`src/rtl/bus_rr_arbiter.sv`:
```
// Round-robin bus arbiter: N hosts share one device port, and responses are routed back in grant order.
// Latency: request to grant is combinational (0 cycles); the device response reaches its host in the same cycle.
// Backpressure: a stalled request holds its winner until granted; dev_req_o drops while the routing FIFO is full.
//
// Ports:
//   clk_i, rst_i                 clock and synchronous active-high reset
//   host_req_i / host_*_i        per-host request and payload (packed per host)
//   host_gnt_o, host_rvalid_o    per-host grant and response valid
//   host_rdata_o, host_err_o     response data and error, shared by all hosts
//   dev_*                        device-side request, grant and response
//   protocol_err_o               sticky: a response arrived with nothing outstanding

// Small synchronous FIFO. push is ignored when full and pop is ignored when empty.
module bus_rr_fifo #(
  parameter int unsigned Width = 1,
  parameter int unsigned Depth = 2
) (
  input  logic             clk_i,
  input  logic             rst_i,
  input  logic             push_i,
  input  logic             pop_i,
  input  logic [Width-1:0] wdat_i,
  output logic [Width-1:0] rdat_o,
  output logic             full_o,
  output logic             empty_o
);
  localparam int unsigned PtrW = (Depth > 1) ? $clog2(Depth) : 1;
  localparam int unsigned CntW = $clog2(Depth + 1);

  logic [Width-1:0] mem_q [Depth];
  logic [Width-1:0] mem_d [Depth];
  logic [PtrW-1:0]  wr_q, wr_d, rd_q, rd_d;
  logic [CntW-1:0]  cnt_q, cnt_d;
  logic             do_push, do_pop;

  function automatic logic [PtrW-1:0] ptr_inc(input logic [PtrW-1:0] p);
    return (p == PtrW'(Depth - 1)) ? '0 : p + PtrW'(1);
  endfunction

  assign full_o  = (cnt_q == CntW'(Depth));
  assign empty_o = (cnt_q == '0);
  assign rdat_o  = mem_q[rd_q];
  assign do_push = push_i & ~full_o;
  assign do_pop  = pop_i & ~empty_o;

  always_comb begin
    mem_d = mem_q;
    wr_d  = wr_q;
    rd_d  = rd_q;
    cnt_d = cnt_q;
    if (do_push) begin
      mem_d[wr_q] = wdat_i;
      wr_d        = ptr_inc(wr_q);
    end
    if (do_pop) rd_d = ptr_inc(rd_q);
    // Simultaneous push and pop leaves the occupancy unchanged.
    if (do_push && !do_pop) cnt_d = cnt_q + CntW'(1);
    if (!do_push && do_pop) cnt_d = cnt_q - CntW'(1);
  end

  always_ff @(posedge clk_i) begin
    mem_q <= mem_d;
    if (rst_i) begin
      wr_q  <= '0;
      rd_q  <= '0;
      cnt_q <= '0;
    end else begin
      wr_q  <= wr_d;
      rd_q  <= rd_d;
      cnt_q <= cnt_d;
    end
  end
endmodule

module bus_rr_arbiter #(
  parameter int unsigned NrHosts        = 2,
  parameter int unsigned AddrWidth      = 32,
  parameter int unsigned DataWidth      = 32,
  parameter int unsigned MaxOutstanding = 2
) (
  input  logic                                clk_i,
  input  logic                                rst_i,
  input  logic [NrHosts-1:0]                  host_req_i,
  input  logic [NrHosts-1:0][AddrWidth-1:0]   host_addr_i,
  input  logic [NrHosts-1:0]                  host_we_i,
  input  logic [NrHosts-1:0][DataWidth/8-1:0] host_be_i,
  input  logic [NrHosts-1:0][DataWidth-1:0]   host_wdata_i,
  output logic [NrHosts-1:0]                  host_gnt_o,
  output logic [NrHosts-1:0]                  host_rvalid_o,
  output logic [DataWidth-1:0]                host_rdata_o,
  output logic                                host_err_o,
  output logic                                dev_req_o,
  output logic [AddrWidth-1:0]                dev_addr_o,
  output logic                                dev_we_o,
  output logic [DataWidth/8-1:0]              dev_be_o,
  output logic [DataWidth-1:0]                dev_wdata_o,
  input  logic                                dev_gnt_i,
  input  logic                                dev_rvalid_i,
  input  logic [DataWidth-1:0]                dev_rdata_i,
  input  logic                                dev_err_i,
  output logic                                protocol_err_o
);
  localparam int unsigned IdxW = $clog2(NrHosts);

  typedef enum logic {IDLE, HOLD} state_e;

  state_e          state_q, state_d;
  logic [IdxW-1:0] ptr_q, ptr_d;
  logic [IdxW-1:0] hold_idx_q, hold_idx_d;
  logic            perr_q, perr_d;

  logic [IdxW-1:0] win_idx;
  logic [IdxW-1:0] head_idx;
  logic            fifo_full, fifo_empty;
  logic            handshake, rsp_pop;

  // Winner selection. The loop walks from the farthest offset back to the pointer,
  // so the last hit is the first requester at or after the pointer. A stalled,
  // still-requesting host overrides the scan so the payload cannot switch under it.
  always_comb begin
    int idx;
    idx     = 0;
    win_idx = ptr_q;
    for (int k = NrHosts - 1; k >= 0; k--) begin
      idx = int'(ptr_q) + k;
      if (idx >= int'(NrHosts)) idx = idx - int'(NrHosts);
      if (host_req_i[IdxW'(idx)]) win_idx = IdxW'(idx);
    end
    if (state_q == HOLD && host_req_i[hold_idx_q]) win_idx = hold_idx_q;
  end

  // The full flag comes from registered occupancy, so a pop in this cycle does not free a slot until the next cycle.
  assign dev_req_o   = (|host_req_i) & ~fifo_full & ~rst_i;
  assign handshake   = dev_req_o & dev_gnt_i;
  assign dev_addr_o  = host_addr_i[win_idx];
  assign dev_we_o    = host_we_i[win_idx];
  assign dev_be_o    = host_be_i[win_idx];
  assign dev_wdata_o = host_wdata_i[win_idx];

  assign rsp_pop        = dev_rvalid_i & ~fifo_empty;
  assign host_rdata_o   = dev_rdata_i;
  assign host_err_o     = dev_err_i & dev_rvalid_i;
  assign protocol_err_o = perr_q;

  always_comb begin
    host_gnt_o    = '0;
    host_rvalid_o = '0;
    if (handshake) host_gnt_o[win_idx]   = 1'b1;
    if (rsp_pop)   host_rvalid_o[head_idx] = 1'b1;
  end

  // A dropped request in HOLD is treated like IDLE. The scan above has already
  // picked a new winner, and that winner may be latched in turn if it stalls.
  always_comb begin
    state_d    = state_q;
    ptr_d      = ptr_q;
    hold_idx_d = hold_idx_q;
    perr_d     = perr_q | (dev_rvalid_i & fifo_empty);
    if (handshake) begin
      state_d = IDLE;
      ptr_d   = (win_idx == IdxW'(NrHosts - 1)) ? '0 : win_idx + IdxW'(1);
    end else if (dev_req_o) begin
      state_d    = HOLD;
      hold_idx_d = win_idx;
    end else begin
      state_d = IDLE;
    end
  end

  always_ff @(posedge clk_i) begin
    if (rst_i) begin
      state_q    <= IDLE;
      ptr_q      <= '0;
      hold_idx_q <= '0;
      perr_q     <= 1'b0;
    end else begin
      state_q    <= state_d;
      ptr_q      <= ptr_d;
      hold_idx_q <= hold_idx_d;
      perr_q     <= perr_d;
    end
  end

  // Holds the granted host index of every outstanding transaction, in grant order.
  bus_rr_fifo #(
    .Width (IdxW),
    .Depth (MaxOutstanding)
  ) u_rsp_fifo (
    .clk_i   (clk_i),
    .rst_i   (rst_i),
    .push_i  (handshake),
    .pop_i   (rsp_pop),
    .wdat_i  (win_idx),
    .rdat_o  (head_idx),
    .full_o  (fifo_full),
    .empty_o (fifo_empty)
  );
endmodule

```
`config.mk`:
```
export PLATFORM = sky130hd
export DESIGN_NAME = bus_rr_arbiter
export DESIGN_NICKNAME = d
export VERILOG_FILES = /design/src/rtl/bus_rr_arbiter.sv
export SDC_FILE = /design/constraint.sdc
export NUM_CORES = 1
export LEC_CHECK = 0
export CAP_MARGIN = 20
export CELL_PAD_IN_SITES_DETAIL_PLACEMENT = 2
export CELL_PAD_IN_SITES_GLOBAL_PLACEMENT = 2
export CORE_MARGIN = 1.5
export CORE_UTILIZATION = 10
export DETAILED_ROUTE_END_ITERATION = 10
export PLACE_DENSITY_LB_ADDON = 0.1
export SLEW_MARGIN = 20
export SYNTH_ARGS = -nofsm -noshare
export SYNTH_HDL_FRONTEND = slang
export SYNTH_SLANG_ARGS = --single-unit
```
`constraint.sdc`:
```
create_clock -name clk_i -period 2.1 [get_ports clk_i]
set_input_delay 0.42 -clock clk_i [delete_from_list [all_inputs] [get_ports clk_i]]
set_output_delay 0.42 -clock clk_i [all_outputs]
set_load 0.005 [all_outputs]
```
Word-level counts from Yosys, hierarchy flattened:

Cells that the tools add are included.

* flip-flop bits (word level): 10
* bits of input ports: 177
* output and inout bits: 108
* logic and storage cells: 95

* add/subtract/negate cells: 8
* magnitude comparators: 12
* eq/ne operators: 1
* mux-type cells: 37
* bitwise logic cells: 15
* reductions and logical operators: 13

Operators with widths (count)
* 32-bit 2-to-1 mux: 4
* 1-bit 2-to-1 mux: 23
* 1-bit bitwise AND: 8
* 2-bit 2-to-1 mux: 4
* 4-bit 2-to-1 mux: 2
* 2-bit >= comparator (second input constant): 3
* 1-bit logical AND: 6
* 1-bit by 2-bit less-than comparator with 1-bit output (second input constant): 3
* 1-bit by 3-bit less-than comparator with 1-bit output (second input constant): 2
* 1-bit NOT: 4
* 1-bit NOT with 2-bit output: 2
* 2-bit OR reduction: 2
* 1-bit adder (second input constant): 3
* 1-bit demux with 1-bit select: 3
* 1-bit by 1-bit adder with 2-bit output (second input constant): 1
* 2-bit by 1-bit adder with 2-bit output (second input constant): 1
* 2-bit bitwise mux: 1
* 2-bit == test (second input constant): 1
* 1-bit >= comparator (second input constant): 2
* 1-bit by 2-bit >= comparator with 1-bit output (second input constant): 1
* 1-bit zero test: 2
* 2-bit zero test: 1
* 2-bit by 1-bit less-than comparator with 1-bit output (second input constant): 1
* 2-bit AND reduction: 1
* other kinds (4): 5

Depth between registers and ports, before layout:

* depth in word-level cells: 14
* mapped depth: 7

Hierarchy:

From an unflattened synthesis, not the netlist that was laid out.

* cell total of the unflattened synthesis: 162
* area total of the unflattened synthesis: 1597.8 sq um

By module, submodules not included
* bus_rr_arbiter: instances 1, cells an instance 135, area an instance 1326.3 sq um, seq. area each 80.1 sq um
* bus_rr_fifo: instances 1, cells an instance 27, area an instance 271.5 sq um, seq. area each 140.1 sq um

Worst setup path before layout:

Ideal clock, no wire load.

* kind: input-to-output
* start point: in host_req_i[1]
* end point: out dev_wdata_o[0]
* arrival: 1.501 ns
* data required time: 1.680 ns
* setup slack: 0.179 ns
* cell stages on the path: 4
* path buffers: 1
* path through: a21o_1 > a22oi_4 > buf_4 > mux2_2

* word-level cells in the longest chain between the ends: 6

Ends and longest elaborated chain
* start: declaration: line 83 `input logic [NrHosts-1:0] host_req_i,`
* 1-bit 2-to-1 mux (implied by the code) (2 in series): line 129 `if (state_q == HOLD && host_req_i[hold_idx_q]) win_idx = hold_idx_q;`
* 1-bit logical AND: line 129
* 1-bit 2-to-1 mux: line 129
* 32-bit 2-to-1 mux (implied by the code) (2 in series): line 138 `assign dev_wdata_o = host_wdata_i[win_idx];`
* end: declaration: line 96 `output logic [DataWidth-1:0] dev_wdata_o,`

Every way passes these cells. The select of a mux whose other input is x is not followed.

Final worst setup path:

* start point: in host_req_i[1]
* end point: out dev_wdata_o[13]

The elaborated chain is that of the path after synthesis.

==> impl_table.tex <==
\begin{tabular}{lr}
\hline
Metric & Value \\
\hline
\multicolumn{2}{l}{\textbf{Clock tree}} \\
\quad Cts-stage hold buffer count & 0 \\
\quad Cts bufs inserted & 3 \\
\quad Maximum buffer depth of the clock tree & 2 \\
\quad Worst-Skew Late Latency & 0.23 ns \\
\quad Clock input transition at the sequential cells of the worst setup and hold paths & 0.04 ns \\
\quad CTS H-tree depth & 1 \\
\quad Clock sink total & 10 \\
\quad CTS root buf & clkbuf\_16 \\
\quad CTS tree & yes \\
\multicolumn{2}{l}{\textbf{Floorplanning}} \\
\quad FP Rows & 45 \\
\quad Die X-Extent & 128.1 um \\
\quad Die Y & 128.1 um \\
\quad DIE AREA & 16400 um\^{}2 \\
\quad Count of pins on the block boundary & 285 \\
\quad Area of the core & 15260 um\^{}2 \\
\quad Effective utilization at floorplan & 10.25\% \\
\multicolumn{2}{l}{\textbf{Layout}} \\
\quad Layout Area Growth over Synthesis & 223.0\% \\
\quad FILL cells & 1658 \\
\quad Number of nets in the layout & 589 \\
\quad Number of antenna cells inserted & 0 \\
\quad Post-layout instance area & 5052 um\^{}2 \\
\quad Share of cells above drive strength 1 & 54.52\% \\
\quad Post-route non-filler standard cell count & 620 \\
\multicolumn{2}{l}{\textbf{STA}} \\
\quad Shortest period the worst path allows & 2.353 ns \\
\quad Unrepaired setup endpoints after global routing & yes \\
\quad Maximum frequency from static timing analysis & 425.1 MHz \\
\quad Slack of the critical path & -0.2526 ns \\
\quad Number of failing hold endpoints at the final stage & 0 \\
\quad Final cycle utilization of the critical path & 112.0\% \\
\quad Worst-Margin Slew & 0.2832 ns \\
\quad Slew Limit Fails & 0 \\
\quad Relative slew slack & 81.09\% \\
\quad Clk\_skew & 0.001107 ns \\
\quad Total of endpoints with negative setup slack in the final report & 70 \\
\multicolumn{2}{l}{\textbf{Power and ir drop}} \\
\quad Power density over the cells & 450.0 nW/um\^{}2 \\
\quad Leakage & 2.389 nW \\
\quad Maximum vdd drop & 0.0001998 V \\
\quad Sum of internal, switching and leakage power & 0.002274 W \\
\multicolumn{2}{l}{\textbf{Critical path}} \\
\quad Critical-path maximum fanout & 7 \\
\quad Most frequent cell on the critical path & buf\_12 \\
\quad Reg2Reg Depth & 6 \\
\quad Reg-to-reg critical path startpoint & u\_rsp\_fifo.cnt\_q[0] \\
\quad R2R Setup Slk & 0.37 ns \\
\quad Destination of the critical timing path & dev\_wdata\_o[13] \\
\quad Worst Setup Start Kind & input pin \\
\quad Cell chain of the critical path & buf\_2, a21o\_1, a22oi\_4, buf\_12, buf\_12, buf\_12, buf\_8, mux2\_4, buf\_6 \\
\quad Critical Path Sink Type & output pin \\
\quad Critical Path Source & host\_req\_i[1] \\
\quad Worst flop-to-flop path endpoint & u\_rsp\_fifo.cnt\_q[1] \\
\quad Required time of the critical path & 1.68 ns \\
\quad Critical path's largest stage delay & 0.31 ns \\
\quad Arrival @ worst endpoint & 1.93 ns \\
\quad Crit Path Category & input pin to output pin \\
\quad Critical-path cell with the highest stage delay & mux2\_4 \\
\multicolumn{2}{l}{\textbf{Global route}} \\
\quad Overall global routing resource usage & 12.29\% \\
\quad Vias in the first global route & 2603 \\
\quad Global-route wire length before repair & 15.06 mm \\
\quad Largest net degree at the start of global routing & 8 \\
\quad Initial antenna violation count & 0 \\
\quad Remaining Overflow, GRT & 0 \\
\multicolumn{2}{l}{\textbf{Run status}} \\
\quad Violations in the final reports & negative setup slack \\
\quad Result of the run & complete, but fails checks \\
\multicolumn{2}{l}{\textbf{Drt}} \\
\quad Routed wire length on met2 & 6.257 mm \\
\quad Iter 0 DRT Violations & 16 \\
\quad Vias post-DR & 2226 \\
\quad Total wire length & 10.77 mm \\
\quad Post-detailed-route via-to-cell ratio & 3.590 \\
\quad Number of DRC violations after detailed routing & 0 \\
\quad Metal3 WL & 934 um \\
\quad Antenna Nets Post-Route & 0 \\
\quad Post-Route M1 WL & 3.493 mm \\
\quad Routed wire per std cell & 17.37 um \\
\quad Top layer reached by signal wires & met4 \\
\quad First-pass detailed-route iteration total & 3 \\
\multicolumn{2}{l}{\textbf{Yosys}} \\
\quad Yosys synthesis warning count & 0 \\
\quad Share of Yosys cell area claimed by the top area cell type & 45.36\% \\
\quad Most area-hungry cell type in the Yosys netlist & mux2\_2 \\
\quad Mapped Area & 1564 um\^{}2 \\
\quad Most used flip-flop cell after synthesis & dfxtp\_1 \\
\quad Number of register bits inferred by synthesis & 10 \\
\quad Count of different cell masters after synthesis & 30 \\
\quad Share of synthesized flip-flops with an asynchronous set or reset & 0\% \\
\quad Syn nets & 337 \\
\quad Sequential element share of the synthesized area & 14.08\% \\
\quad Cells after Synth & 159 \\
\quad Mean instance size in the synthesized netlist & 9.836 um\^{}2 \\
\quad Synth top area cells & mux2\_2, buf\_4, dfxtp\_1, mux2\_1, edfxtp\_1 \\
\quad Number of synthesized flops with an enable pin & 2 \\
\multicolumn{2}{l}{\textbf{Placed design}} \\
\quad Weighted congestion at the end of routability-driven global placement & 0.6578 \\
\quad Placement Cell Area & 3857 um\^{}2 \\
\quad Number of buffers added on ports & 220 \\
\quad Half-perimeter wire length of the detailed placement result & 7.921 mm \\
\quad Post-Place Cells & 564 \\
\multicolumn{2}{l}{\textbf{Flow run}} \\
\quad Max capacitance violation total & 0 \\
\multicolumn{2}{l}{\textbf{Min path}} \\
\quad Hold/Removal Path Class & flop to flop \\
\hline
\end{tabular}
synthesized netlist by cell type (2+ instances only):
library cell  number
dfxtp_1            8
edfxtp_1           2
mux2_2            63
a31oi_1            2
inv_1              5
and2_1             2
a21oi_1            3
xor2_1             2
buf_4             34
nor2_1             8
buf_6              5
mux2_1             6
o21ai_0            2
stage by stage:
step / setup TNS [ns] / setup WS [ns] / utilization [%] / hold WS [ns]
floorplan: 0 / 0.1793 / - / 0.4604
global route: -16.42 / -0.3190 / 33.11 / 0.5085
CTS: -12.53 / -0.2962 / 32.43 / 0.4827
detailed placement: -53.21 / -0.8019 / 25.28 / 0.4731
finish: -11.80 / -0.2526 / 33.11 / 0.4775
global placement: -53.75 / -0.8166 / 25.28 / 0.4648
state kept, by name, summed over array words and instances, names as in the netlist:
register and cells:
state_q 1, u_rsp_fifo.rd_q 1, hold_idx_q 1, u_rsp_fifo.wr_q 1, u_rsp_fifo.cnt_q 2, u_rsp_fifo.mem_q 2, protocol_err_o 1, ptr_q 1
layer usage:
metal / global-route usage, % / vias to the layer above
li1: - / 1037
met1: 11.70 / 1052
met2: 25.46 / 123
met3: 3.881 / 14
met4: 2.247 / 0
met5: 0 / -
cell type report:
cell class | count | area [um^2] | share of cell area, %
timing repair buffer | 287 | 3167 | 62.68
clock buffer | 3 | 75.07 | 1.486
multi-input combinational | 104 | 1304 | 25.80
inverter | 5 | 18.77 | 0.3715
tap | 211 | 264.0 | 5.225
sequential | 10 | 224.0 | 4.433
critical path, delay by kind of cell:
kind	cells	cell delay, ns
AO/OA/AOI/OAI	2	0.43
buffers and inverters	6	0.77
multiplexers	1	0.31
cell families after synthesis:
logic type	count (synthesis)	share of synthesized area, %
AO/OA/AOI/OAI	13	6.480
XOR/XNOR	3	1.680
adder cells (fa/ha/maj)	1	0.7999
buffers and inverters	45	21.36
flip-flops	10	14.08
multiplexers	70	50.32
AND/OR/NAND/NOR	17	5.281
timing repair:
item	CTS	global route
endpoints found under the setup margin	75	74
pin swaps	3	3
resized for setup	455	32
cloned	6	0
setup buffers	45	8
worst min path at each step:
stage,startpoint,to,slack (ns),cells past startpoint
after global routing,protocol_err_o,protocol_err_o,0.51,2
after floorplan,protocol_err_o,protocol_err_o,0.46,2
after detailed placement,protocol_err_o,protocol_err_o,0.47,2
after CTS,protocol_err_o,protocol_err_o,0.48,2
final,protocol_err_o,protocol_err_o,0.48,2
after global placement,protocol_err_o,protocol_err_o,0.46,2
power by group:
part           switching, W  internal, W
logic              0.000494      0.00117
clock network     0.0000849     0.000247
registers         0.0000422     0.000234
layout by cell type, fill, tap and decap left out, types with 2 or more instances in the layout:
cell and instances:
buf_12 13, dlymetal6s2s_1 2, and2_1 2, dfxtp_1 5, buf_16 5, a31oi_1 2
mux2_4 69, a21oi_1 3, edfxtp_1 2, nor2_1 7, buf_2 3, buf_6 98
inv_1 4, clkbuf_16 3, buf_8 2, dfxtp_2 3, clkdlybuf4s50_1 144, xor2_1 2
buf_4 18
Note: power is estimated with default switching activity, not from simulation.
